--- src/rtl/ldm_seq_pkg.sv ---
// Shared encodings and helpers for the LDM/STM block-transfer sequencer.
package ldm_seq_pkg;

  localparam int unsigned MAX_NREG = 64;

  // Addressing mode as {P,U}.
  typedef enum logic [1:0] {
    MODE_DA = 2'b00,
    MODE_IA = 2'b01,
    MODE_DB = 2'b10,
    MODE_IB = 2'b11
  } ldm_mode_e;

  localparam logic [0:0] ST_IDLE = 1'b0;
  localparam logic [0:0] ST_BUSY = 1'b1;

  // Instruction control flags as presented upstream.
  typedef struct packed {
    logic p;
    logic u;
    logic l;
    logic w;
  } ldm_ctrl_t;

  function automatic int unsigned rc_width(input int unsigned nreg);
    return (nreg > 1) ? $clog2(nreg) : 1;
  endfunction

  function automatic int unsigned popcount(input logic [MAX_NREG-1:0] v);
    int unsigned c;
    c = 0;
    for (int i = 0; i < MAX_NREG; i++) c += 32'(v[i]);
    return c;
  endfunction

endpackage

--- src/rtl/ldm_seq_if.sv ---
// Instruction and memory-beat signals between decode/execute and the LDM/STM sequencer.
interface ldm_seq_if #(
  parameter int unsigned NREG   = 16,
  parameter int unsigned ADDR_W = 32
);
  import ldm_seq_pkg::*;

  localparam int unsigned RC_W = rc_width(NREG);

  logic              i_ldm_vld;
  logic              i_ldm_p;
  logic              i_ldm_u;
  logic              i_ldm_l;
  logic              i_ldm_w;
  logic [NREG-1:0]   i_reglist;
  logic              i_mem_rdy;
  logic              o_ldm_hold;
  logic              o_ldm_mem_vld;
  logic [RC_W-1:0]   o_ldm_reg_code;
  logic [ADDR_W-1:0] o_ldm_offset;
  logic              o_ldm_l;
  logic              o_ldm_last;
  logic              o_ldm_flushreq;
  logic              o_ldm_wb_vld;
  logic [ADDR_W-1:0] o_ldm_wb_offset;

  modport slave (
    input  i_ldm_vld, i_ldm_p, i_ldm_u, i_ldm_l, i_ldm_w, i_reglist, i_mem_rdy,
    output o_ldm_hold, o_ldm_mem_vld, o_ldm_reg_code, o_ldm_offset, o_ldm_l,
           o_ldm_last, o_ldm_flushreq, o_ldm_wb_vld, o_ldm_wb_offset
  );

  modport master (
    output i_ldm_vld, i_ldm_p, i_ldm_u, i_ldm_l, i_ldm_w, i_reglist, i_mem_rdy,
    input  o_ldm_hold, o_ldm_mem_vld, o_ldm_reg_code, o_ldm_offset, o_ldm_l,
           o_ldm_last, o_ldm_flushreq, o_ldm_wb_vld, o_ldm_wb_offset
  );

endinterface

--- src/rtl/ldm_prienc.sv ---
// Lowest-set-bit priority encoder over the remaining register mask.
module ldm_prienc #(
  parameter int unsigned NREG = 16,
  parameter int unsigned RC_W = 4
) (
  input  logic [NREG-1:0] mask,
  output logic [RC_W-1:0] idx,
  output logic [NREG-1:0] clr,
  output logic            single
);

  // Scan downward so the lowest set bit wins.
  always_comb begin
    idx = '0;
    for (int i = int'(NREG) - 1; i >= 0; i--) begin
      if (mask[i]) idx = RC_W'(i);
    end
  end

  assign clr    = mask & (~mask + NREG'(1));
  assign single = (mask != '0) && ((mask & (mask - NREG'(1))) == '0);

endmodule

--- src/rtl/ldm_seq.sv ---
// LDM/STM block-transfer sequencer: one memory beat per listed register, lowest first,
// with base-writeback strobe and PC-load flush request.
module ldm_seq
  import ldm_seq_pkg::*;
#(
  parameter int unsigned NREG       = 16,
  parameter int unsigned ADDR_W     = 32,
  parameter int unsigned WORD_BYTES = 4
) (
  input  logic      clk,
  input  logic      rst_n,
  input  logic      en,
  ldm_seq_if.slave  bus
);

  localparam int unsigned RC_W = rc_width(NREG);
  localparam int unsigned N_W  = $clog2(NREG + 1);
  localparam logic [ADDR_W-1:0] STRIDE = ADDR_W'(WORD_BYTES);

  logic [0:0]        state_q, state_d;
  logic [NREG-1:0]   mask_q, mask_d;
  logic [ADDR_W-1:0] offset_q, offset_d;
  logic [ADDR_W-1:0] wb_pend_q, wb_pend_d;
  logic [ADDR_W-1:0] wb_offset_q, wb_offset_d;
  logic              l_q, l_d;
  logic              w_q, w_d;
  logic              pc_q, pc_d;
  logic              wb_vld_q, wb_vld_d;

  logic [RC_W-1:0]   idx_c;
  logic [NREG-1:0]   clr_c;
  logic              single_c;
  logic              busy_c, fire_c, last_fire_c, hold_c, accept_c;
  ldm_ctrl_t         ctrl_in;
  logic [N_W-1:0]    n_c;
  logic [ADDR_W-1:0] span_c, start_c;

  ldm_prienc #(
    .NREG (NREG),
    .RC_W (RC_W)
  ) u_prienc (
    .mask   (mask_q),
    .idx    (idx_c),
    .clr    (clr_c),
    .single (single_c)
  );

  assign ctrl_in.p = bus.i_ldm_p;
  assign ctrl_in.u = bus.i_ldm_u;
  assign ctrl_in.l = bus.i_ldm_l;
  assign ctrl_in.w = bus.i_ldm_w;

  assign busy_c      = (state_q == ST_BUSY);
  assign fire_c      = busy_c && bus.i_mem_rdy && en;
  assign last_fire_c = fire_c && single_c;
  assign hold_c      = busy_c && !last_fire_c;
  assign accept_c    = en && bus.i_ldm_vld && !hold_c;

  assign n_c    = N_W'(popcount(MAX_NREG'(bus.i_reglist)));
  assign span_c = ADDR_W'(n_c) * STRIDE;

  // Lowest-addressed beat relative to the base for each addressing mode.
  always_comb begin
    start_c = '0;
    case (ldm_mode_e'({ctrl_in.p, ctrl_in.u}))
      MODE_IA: start_c = '0;
      MODE_IB: start_c = STRIDE;
      MODE_DA: start_c = STRIDE - span_c;
      MODE_DB: start_c = '0 - span_c;
      default: start_c = '0;
    endcase
  end

  // Next state: beat retirement first, then a (possibly same-cycle) new accept.
  always_comb begin
    state_d     = state_q;
    mask_d      = mask_q;
    offset_d    = offset_q;
    wb_pend_d   = wb_pend_q;
    wb_offset_d = wb_offset_q;
    l_d         = l_q;
    w_d         = w_q;
    pc_d        = pc_q;
    wb_vld_d    = 1'b0;

    if (fire_c) begin
      mask_d   = mask_q & ~clr_c;
      offset_d = offset_q + STRIDE;
      if (single_c) begin
        state_d = ST_IDLE;
        if (w_q) begin
          wb_vld_d    = 1'b1;
          wb_offset_d = wb_pend_q;
        end
      end
    end

    if (accept_c) begin
      l_d       = ctrl_in.l;
      w_d       = ctrl_in.w;
      pc_d      = bus.i_reglist[NREG-1];
      wb_pend_d = ctrl_in.u ? span_c : ('0 - span_c);
      if (n_c != '0) begin
        state_d  = ST_BUSY;
        mask_d   = bus.i_reglist;
        offset_d = start_c;
      end else if (ctrl_in.w) begin
        wb_vld_d    = 1'b1;
        wb_offset_d = '0;
      end
    end
  end

  always_ff @(posedge clk or negedge rst_n) begin
    if (!rst_n) begin
      state_q     <= ST_IDLE;
      mask_q      <= '0;
      offset_q    <= '0;
      wb_pend_q   <= '0;
      wb_offset_q <= '0;
      l_q         <= 1'b0;
      w_q         <= 1'b0;
      pc_q        <= 1'b0;
      wb_vld_q    <= 1'b0;
    end else begin
      state_q     <= state_d;
      mask_q      <= mask_d;
      offset_q    <= offset_d;
      wb_pend_q   <= wb_pend_d;
      wb_offset_q <= wb_offset_d;
      l_q         <= l_d;
      w_q         <= w_d;
      pc_q        <= pc_d;
      wb_vld_q    <= wb_vld_d;
    end
  end

  assign bus.o_ldm_hold      = hold_c;
  assign bus.o_ldm_mem_vld   = busy_c;
  assign bus.o_ldm_reg_code  = idx_c;
  assign bus.o_ldm_offset    = offset_q;
  assign bus.o_ldm_l         = l_q;
  assign bus.o_ldm_last      = busy_c && single_c;
  assign bus.o_ldm_flushreq  = last_fire_c && l_q && pc_q;
  assign bus.o_ldm_wb_vld    = wb_vld_q;
  assign bus.o_ldm_wb_offset = wb_offset_q;

endmodule

--- src/flat_wrapper.sv ---
// flat-port wrapper written by rule: the top's interface ports become plain ports
module ldm_seq_flat import ldm_seq_pkg::*;
#(
  parameter int unsigned NREG       = 16,
  parameter int unsigned ADDR_W     = 32,
  parameter int unsigned WORD_BYTES = 4
)
  (clk, rst_n, en, bus_i_ldm_vld, bus_i_ldm_p, bus_i_ldm_u, bus_i_ldm_l, bus_i_ldm_w, bus_i_reglist, bus_i_mem_rdy, bus_o_ldm_hold, bus_o_ldm_mem_vld, bus_o_ldm_reg_code, bus_o_ldm_offset, bus_o_ldm_l, bus_o_ldm_last, bus_o_ldm_flushreq, bus_o_ldm_wb_vld, bus_o_ldm_wb_offset);
  ldm_seq_if #(.NREG(NREG), .ADDR_W(ADDR_W)) bus_i ();
  input  logic clk;
  input  logic rst_n;
  input  logic en;
  input wire logic [$bits(bus_i.i_ldm_vld)-1:0] bus_i_ldm_vld;
  input wire logic [$bits(bus_i.i_ldm_p)-1:0] bus_i_ldm_p;
  input wire logic [$bits(bus_i.i_ldm_u)-1:0] bus_i_ldm_u;
  input wire logic [$bits(bus_i.i_ldm_l)-1:0] bus_i_ldm_l;
  input wire logic [$bits(bus_i.i_ldm_w)-1:0] bus_i_ldm_w;
  input wire logic [$bits(bus_i.i_reglist)-1:0] bus_i_reglist;
  input wire logic [$bits(bus_i.i_mem_rdy)-1:0] bus_i_mem_rdy;
  output wire logic [$bits(bus_i.o_ldm_hold)-1:0] bus_o_ldm_hold;
  output wire logic [$bits(bus_i.o_ldm_mem_vld)-1:0] bus_o_ldm_mem_vld;
  output wire logic [$bits(bus_i.o_ldm_reg_code)-1:0] bus_o_ldm_reg_code;
  output wire logic [$bits(bus_i.o_ldm_offset)-1:0] bus_o_ldm_offset;
  output wire logic [$bits(bus_i.o_ldm_l)-1:0] bus_o_ldm_l;
  output wire logic [$bits(bus_i.o_ldm_last)-1:0] bus_o_ldm_last;
  output wire logic [$bits(bus_i.o_ldm_flushreq)-1:0] bus_o_ldm_flushreq;
  output wire logic [$bits(bus_i.o_ldm_wb_vld)-1:0] bus_o_ldm_wb_vld;
  output wire logic [$bits(bus_i.o_ldm_wb_offset)-1:0] bus_o_ldm_wb_offset;
  assign bus_i.i_ldm_vld = bus_i_ldm_vld;
  assign bus_i.i_ldm_p = bus_i_ldm_p;
  assign bus_i.i_ldm_u = bus_i_ldm_u;
  assign bus_i.i_ldm_l = bus_i_ldm_l;
  assign bus_i.i_ldm_w = bus_i_ldm_w;
  assign bus_i.i_reglist = bus_i_reglist;
  assign bus_i.i_mem_rdy = bus_i_mem_rdy;
  assign bus_o_ldm_hold = bus_i.o_ldm_hold;
  assign bus_o_ldm_mem_vld = bus_i.o_ldm_mem_vld;
  assign bus_o_ldm_reg_code = bus_i.o_ldm_reg_code;
  assign bus_o_ldm_offset = bus_i.o_ldm_offset;
  assign bus_o_ldm_l = bus_i.o_ldm_l;
  assign bus_o_ldm_last = bus_i.o_ldm_last;
  assign bus_o_ldm_flushreq = bus_i.o_ldm_flushreq;
  assign bus_o_ldm_wb_vld = bus_i.o_ldm_wb_vld;
  assign bus_o_ldm_wb_offset = bus_i.o_ldm_wb_offset;
  ldm_seq #(.NREG(NREG), .ADDR_W(ADDR_W), .WORD_BYTES(WORD_BYTES)) u_core (.clk(clk), .rst_n(rst_n), .en(en), .bus(bus_i));
endmodule
--- config.mk ---
export PLATFORM = sky130hd
export DESIGN_NAME = ldm_seq_flat
export DESIGN_NICKNAME = d
export VERILOG_FILES = /design/src/rtl/ldm_seq_pkg.sv /design/src/rtl/ldm_seq_if.sv /design/src/rtl/ldm_prienc.sv /design/src/rtl/ldm_seq.sv /design/src/flat_wrapper.sv
export SDC_FILE = /design/constraint.sdc
export NUM_CORES = 1
export LEC_CHECK = 0
export BUFFER_PORTS_ARGS = -buffer_cell sky130_fd_sc_hd__buf_2
export CORE_AREA = 3 3 131 133
export DETAILED_ROUTE_END_ITERATION = 8
export DIE_AREA = 0 0 134 136
export GPL_TIMING_DRIVEN = 0
export PLACE_DENSITY = 0.49
export SLEW_MARGIN = 20
export SYNTH_ARGS = -nofsm -noshare
export SYNTH_HDL_FRONTEND = slang
export SYNTH_SLANG_ARGS = --single-unit
--- constraint.sdc ---
create_clock -name clk -period 5.85 [get_ports clk]
set_input_delay 0.585 -clock clk [delete_from_list [all_inputs] [get_ports clk]]
set_output_delay 0.585 -clock clk [all_outputs]
set_load 0.005 [all_outputs]
==> metrics.txt <==
CTS tree=done; IO buf count=95; Post-synth EDFFs=0; Hold Buf Count CTS=0; Sw Share=0.425; Final Wtd Congestion=around 0.84; total CTS buffers=9; first-pass GRT wire length=about 21000 µm; worst r2r dst=u_core.mask_q[12]$_DFF_PN0_; ys async rst share=1.00; DRT antenna net count=0; Comb power frac=0.501; PwrDens=around 550 mW/mm²; period utilisation layout=0.959; multi-input logic area=approximately 0.0024 mm²; largest cells by area after synthesis=dfrtp_1, a21oi_1, fa_1, nand2_1, xor2_1; Total Wirelength=13000 µm; DIE AREA=roughly 0.018 mm²; Yosys reg bits=89; CP Capture Type=flop; number of unique standard cell types used by synthesis=51; IO Count=between 90 and 100; number of global-route vias before repair=approximately 4k; layout cells sized above 1=0.250; number of cells after detailed placement=820; Post-Synthesis Cell Area=around 0.0048 mm²; Max clock buf depth=2; Remaining DRCs=0; antenna violations before repair=0; Hold Crit Class=input port to asynchronous set/reset pin; Cell Rows=46; Die Ht=approximately 140 µm; Clk pwr share=0.163; WL per Instance=between 15 and 20 µm; P_int=~1.9 mW; worst-margin pin slew=0.666 ns; fin util=0.374; Final Hold Fails=0; VDD IR max=0.000212 V; Seq/Total Area, Yosys=0.462; commonest cells in the netlist=dfrtp_1, a21oi_1, nand2_1; Post-Layout Cell Count=839; CP Class=input port to flop; skew final=0.00934 ns; relative slew slack=0.555; fin nets=between 600 and 700; top-count cell post-synth=dfrtp_1; Setup TNS Final=0 ns; fill count=1657; Setup Viol. Count Final=0; FMAX=178 MHz; HPWL after detailed placement=between 9000 and 10000 µm; core area=approximately 0.016 mm²; Net Switching=~1.4 mW; Die Wd=between 100 and 150 µm; Clock transition at path regs=~0.060 ns; vias per cell=approximately 4.8; clock sink count=approximately 90; Pins Over Slew Limit=0; Critical Path Fanout Max=10; post-route design area=approximately 0.006 mm²; grt total ovfl=0; CTS root buf=clkbuf_16; R2R Setup Slk=2.01 ns; DP Area=between 0.005 and 0.006 mm²; startpoint types=input port; clock latency on the worst-skew pair=roughly 0.34 ns; mean post-synth cell area=9.52 µm²; starting density of the core=0.303; Most used DFF post-synth=dfrtp_1; Post-Syn Instances=507; drt first-iter violations=about 220; Lkg Pwr=around 2.8 nW; Yosys top cell area share=0.462; FF-to-FF path depth=10; worst path required time=between 6 and 7 ns; H-tree depth=3; GRT Util Overall=0.145; pin count of the biggest net entering global routing=65; final worst path period need=about 5.6 ns; maxcap violations=0; RSZ-0062 raised after global routing=yes; Ant. Diodes=0; largest area contributor in the netlist=dfrtp_1; Hold WS=between 0.1 and 0.15 ns; source of the worst register-to-register timing path=u_core.mask_q[0]$_DFF_PN0_; via count=slightly above 4k; Reg power frac=0.335; Yosys warning total=0; register area=roughly 0.0022 mm²; critical path arrival=roughly 5.9 ns; outcome=completed; Layout area overhead=23.7%; DRT Pass-1 Iters=4
==> state kept, by name, summed over array words and instances (netlist names) <==
| signal | cells |
|---|---|
| u_core.bus.o_ldm_l | 1 |
| u_core.bus.o_ldm_mem_vld | 1 |
| u_core.bus.o_ldm_offset | 30 |
| u_core.bus.o_ldm_wb_offset | 32 |
| u_core.bus.o_ldm_wb_vld | 1 |
| u_core.mask_q | 16 |
| u_core.pc_q | 1 |
| u_core.w_q | 1 |
| u_core.wb_pend_q | 6 |
==> cells in the final DEF (no fill, tap or decap), types with 4 or more instances in the layout <==
cell type	netlist	routed
clkbuf_16	0	9
a22oi_1	5	5
inv_1	29	29
mux2_2	9	9
nand2_1	53	51
a21oi_1	61	61
dfrtp_1	89	89
fa_1	10	10
nand2b_1	4	4
nor3_1	8	8
buf_2	6	101
and3_1	12	12
nor2_1	24	23
xnor2_1	16	14
o21ai_0	33	33
o31ai_1	4	4
nand3_1	30	29
buf_4	2	7
ha_1	9	9
clkbuf_1	18	14
nand4_1	10	10
xor2_1	21	21
==> power groups by stage <==
stage	clock [mW]	combinational, mW	sequential, mW
final	0.541	1.66	1.11
after global placement	0	1.59	1.11
after CTS	0.564	1.64	1.11
after detailed placement	0	1.62	1.12
after global routing	0.587	1.86	1.15
after floorplan	0	1.05	1.09
==> critical path: stages <==
cell and delay, ns:
buf_2 0.11, ha_1 0.27, inv_1 0.04, fa_1 0.48
inv_1 0.05, fa_1 0.50, fa_1 0.52, inv_1 0.05
fa_1 0.50, fa_1 0.18, inv_1 0.08, fa_1 0.53
inv_1 0.10, ha_1 0.23, and3_1 0.16, ha_1 0.23
nand4_1 0.17, nand3_1 0.15, nor4_4 0.40, nand2_2 0.16
buf_2 0.21, a21oi_1 0.15
==> logic make-up (layout without fill, tap and decap cells) <==
logic type / count (synthesis) / count (layout) / synth area share
multiplexers: 12 / 12 / 0.0272
buffers and inverters: 56 / 171 / 0.0467
adder cells (fa/ha/maj): 20 / 20 / 0.0669
flip-flops: 89 / 89 / 0.462
XOR/XNOR: 37 / 37 / 0.0672
AO/OA/AOI/OAI: 124 / 124 / 0.147
AND/OR/NAND/NOR: 168 / 168 / 0.183
other: 1 / 2 / 0.000777
==> worst max path at each step <==
| stage | from | endpoint | cells after the start |
|---|---|---|---|
| 2_1_floorplan | bus_i_reglist[0] | u_core.bus.o_ldm_wb_offset[26]$_DFF_PN0_ | 21 |
| 3_3_place_gp | bus_i_reglist[0] | u_core.bus.o_ldm_wb_offset[27]$_DFF_PN0_ | 22 |
| 3_5_place_dp | bus_i_reglist[0] | u_core.bus.o_ldm_wb_offset[26]$_DFF_PN0_ | 22 |
| 4_1_cts | bus_i_reglist[0] | u_core.bus.o_ldm_offset[12]$_DFF_PN0_ | 20 |
| 5_1_grt | bus_i_reglist[0] | u_core.bus.o_ldm_wb_offset[18]$_DFF_PN0_ | 22 |
| 6_report | bus_i_reglist[0] | u_core.bus.o_ldm_wb_offset[18]$_DFF_PN0_ | 22 |
==> cell type report <==
| class | instances | share of cell area |
|---|---|---|
| Timing Repair Buffer | 100 | 0.0904 |
| Buffer | 25 | 0.0208 |
| Tap cell | 216 | 0.0453 |
| Clock inverter | 5 | 0.00692 |
| Inverter | 30 | 0.0189 |
| Clock buffer | 11 | 0.0390 |
| Multi-Input combinational cell | 363 | 0.405 |
| Sequential cell | 89 | 0.373 |
==> layer usage <==
metal  wire (µm)  vias up  share of wire  global-route usage
li1            -     1991              -                   -
met1        6200     1956           0.48               0.204
met2        6000      103           0.46               0.228
met3         599       16          0.046              0.0252
met4         227        0          0.017              0.0514
met5           0        -              0                   0
==> metrics by stage <==
stage	setup WS, ns	total power [mW]
after floorplan	0.213	2.14
after global placement	-0.659	2.70
after detailed placement	-0.717	2.74
after CTS	0.0202	3.32
after global routing	-0.0129	3.60
final	0.242	3.31
==> repair_timing <==
| item | in CTS | in global routing |
|---|---|---|
| setup buffers | 0 | 4 |
| gates resized for setup | 2 | 24 |
| endpoints found under the setup margin | 35 | 53 |
| endpoints found under the hold margin | 0 | 0 |
| pin swaps | 0 | 2 |
Note: power is estimated with default switching activity, not from simulation.
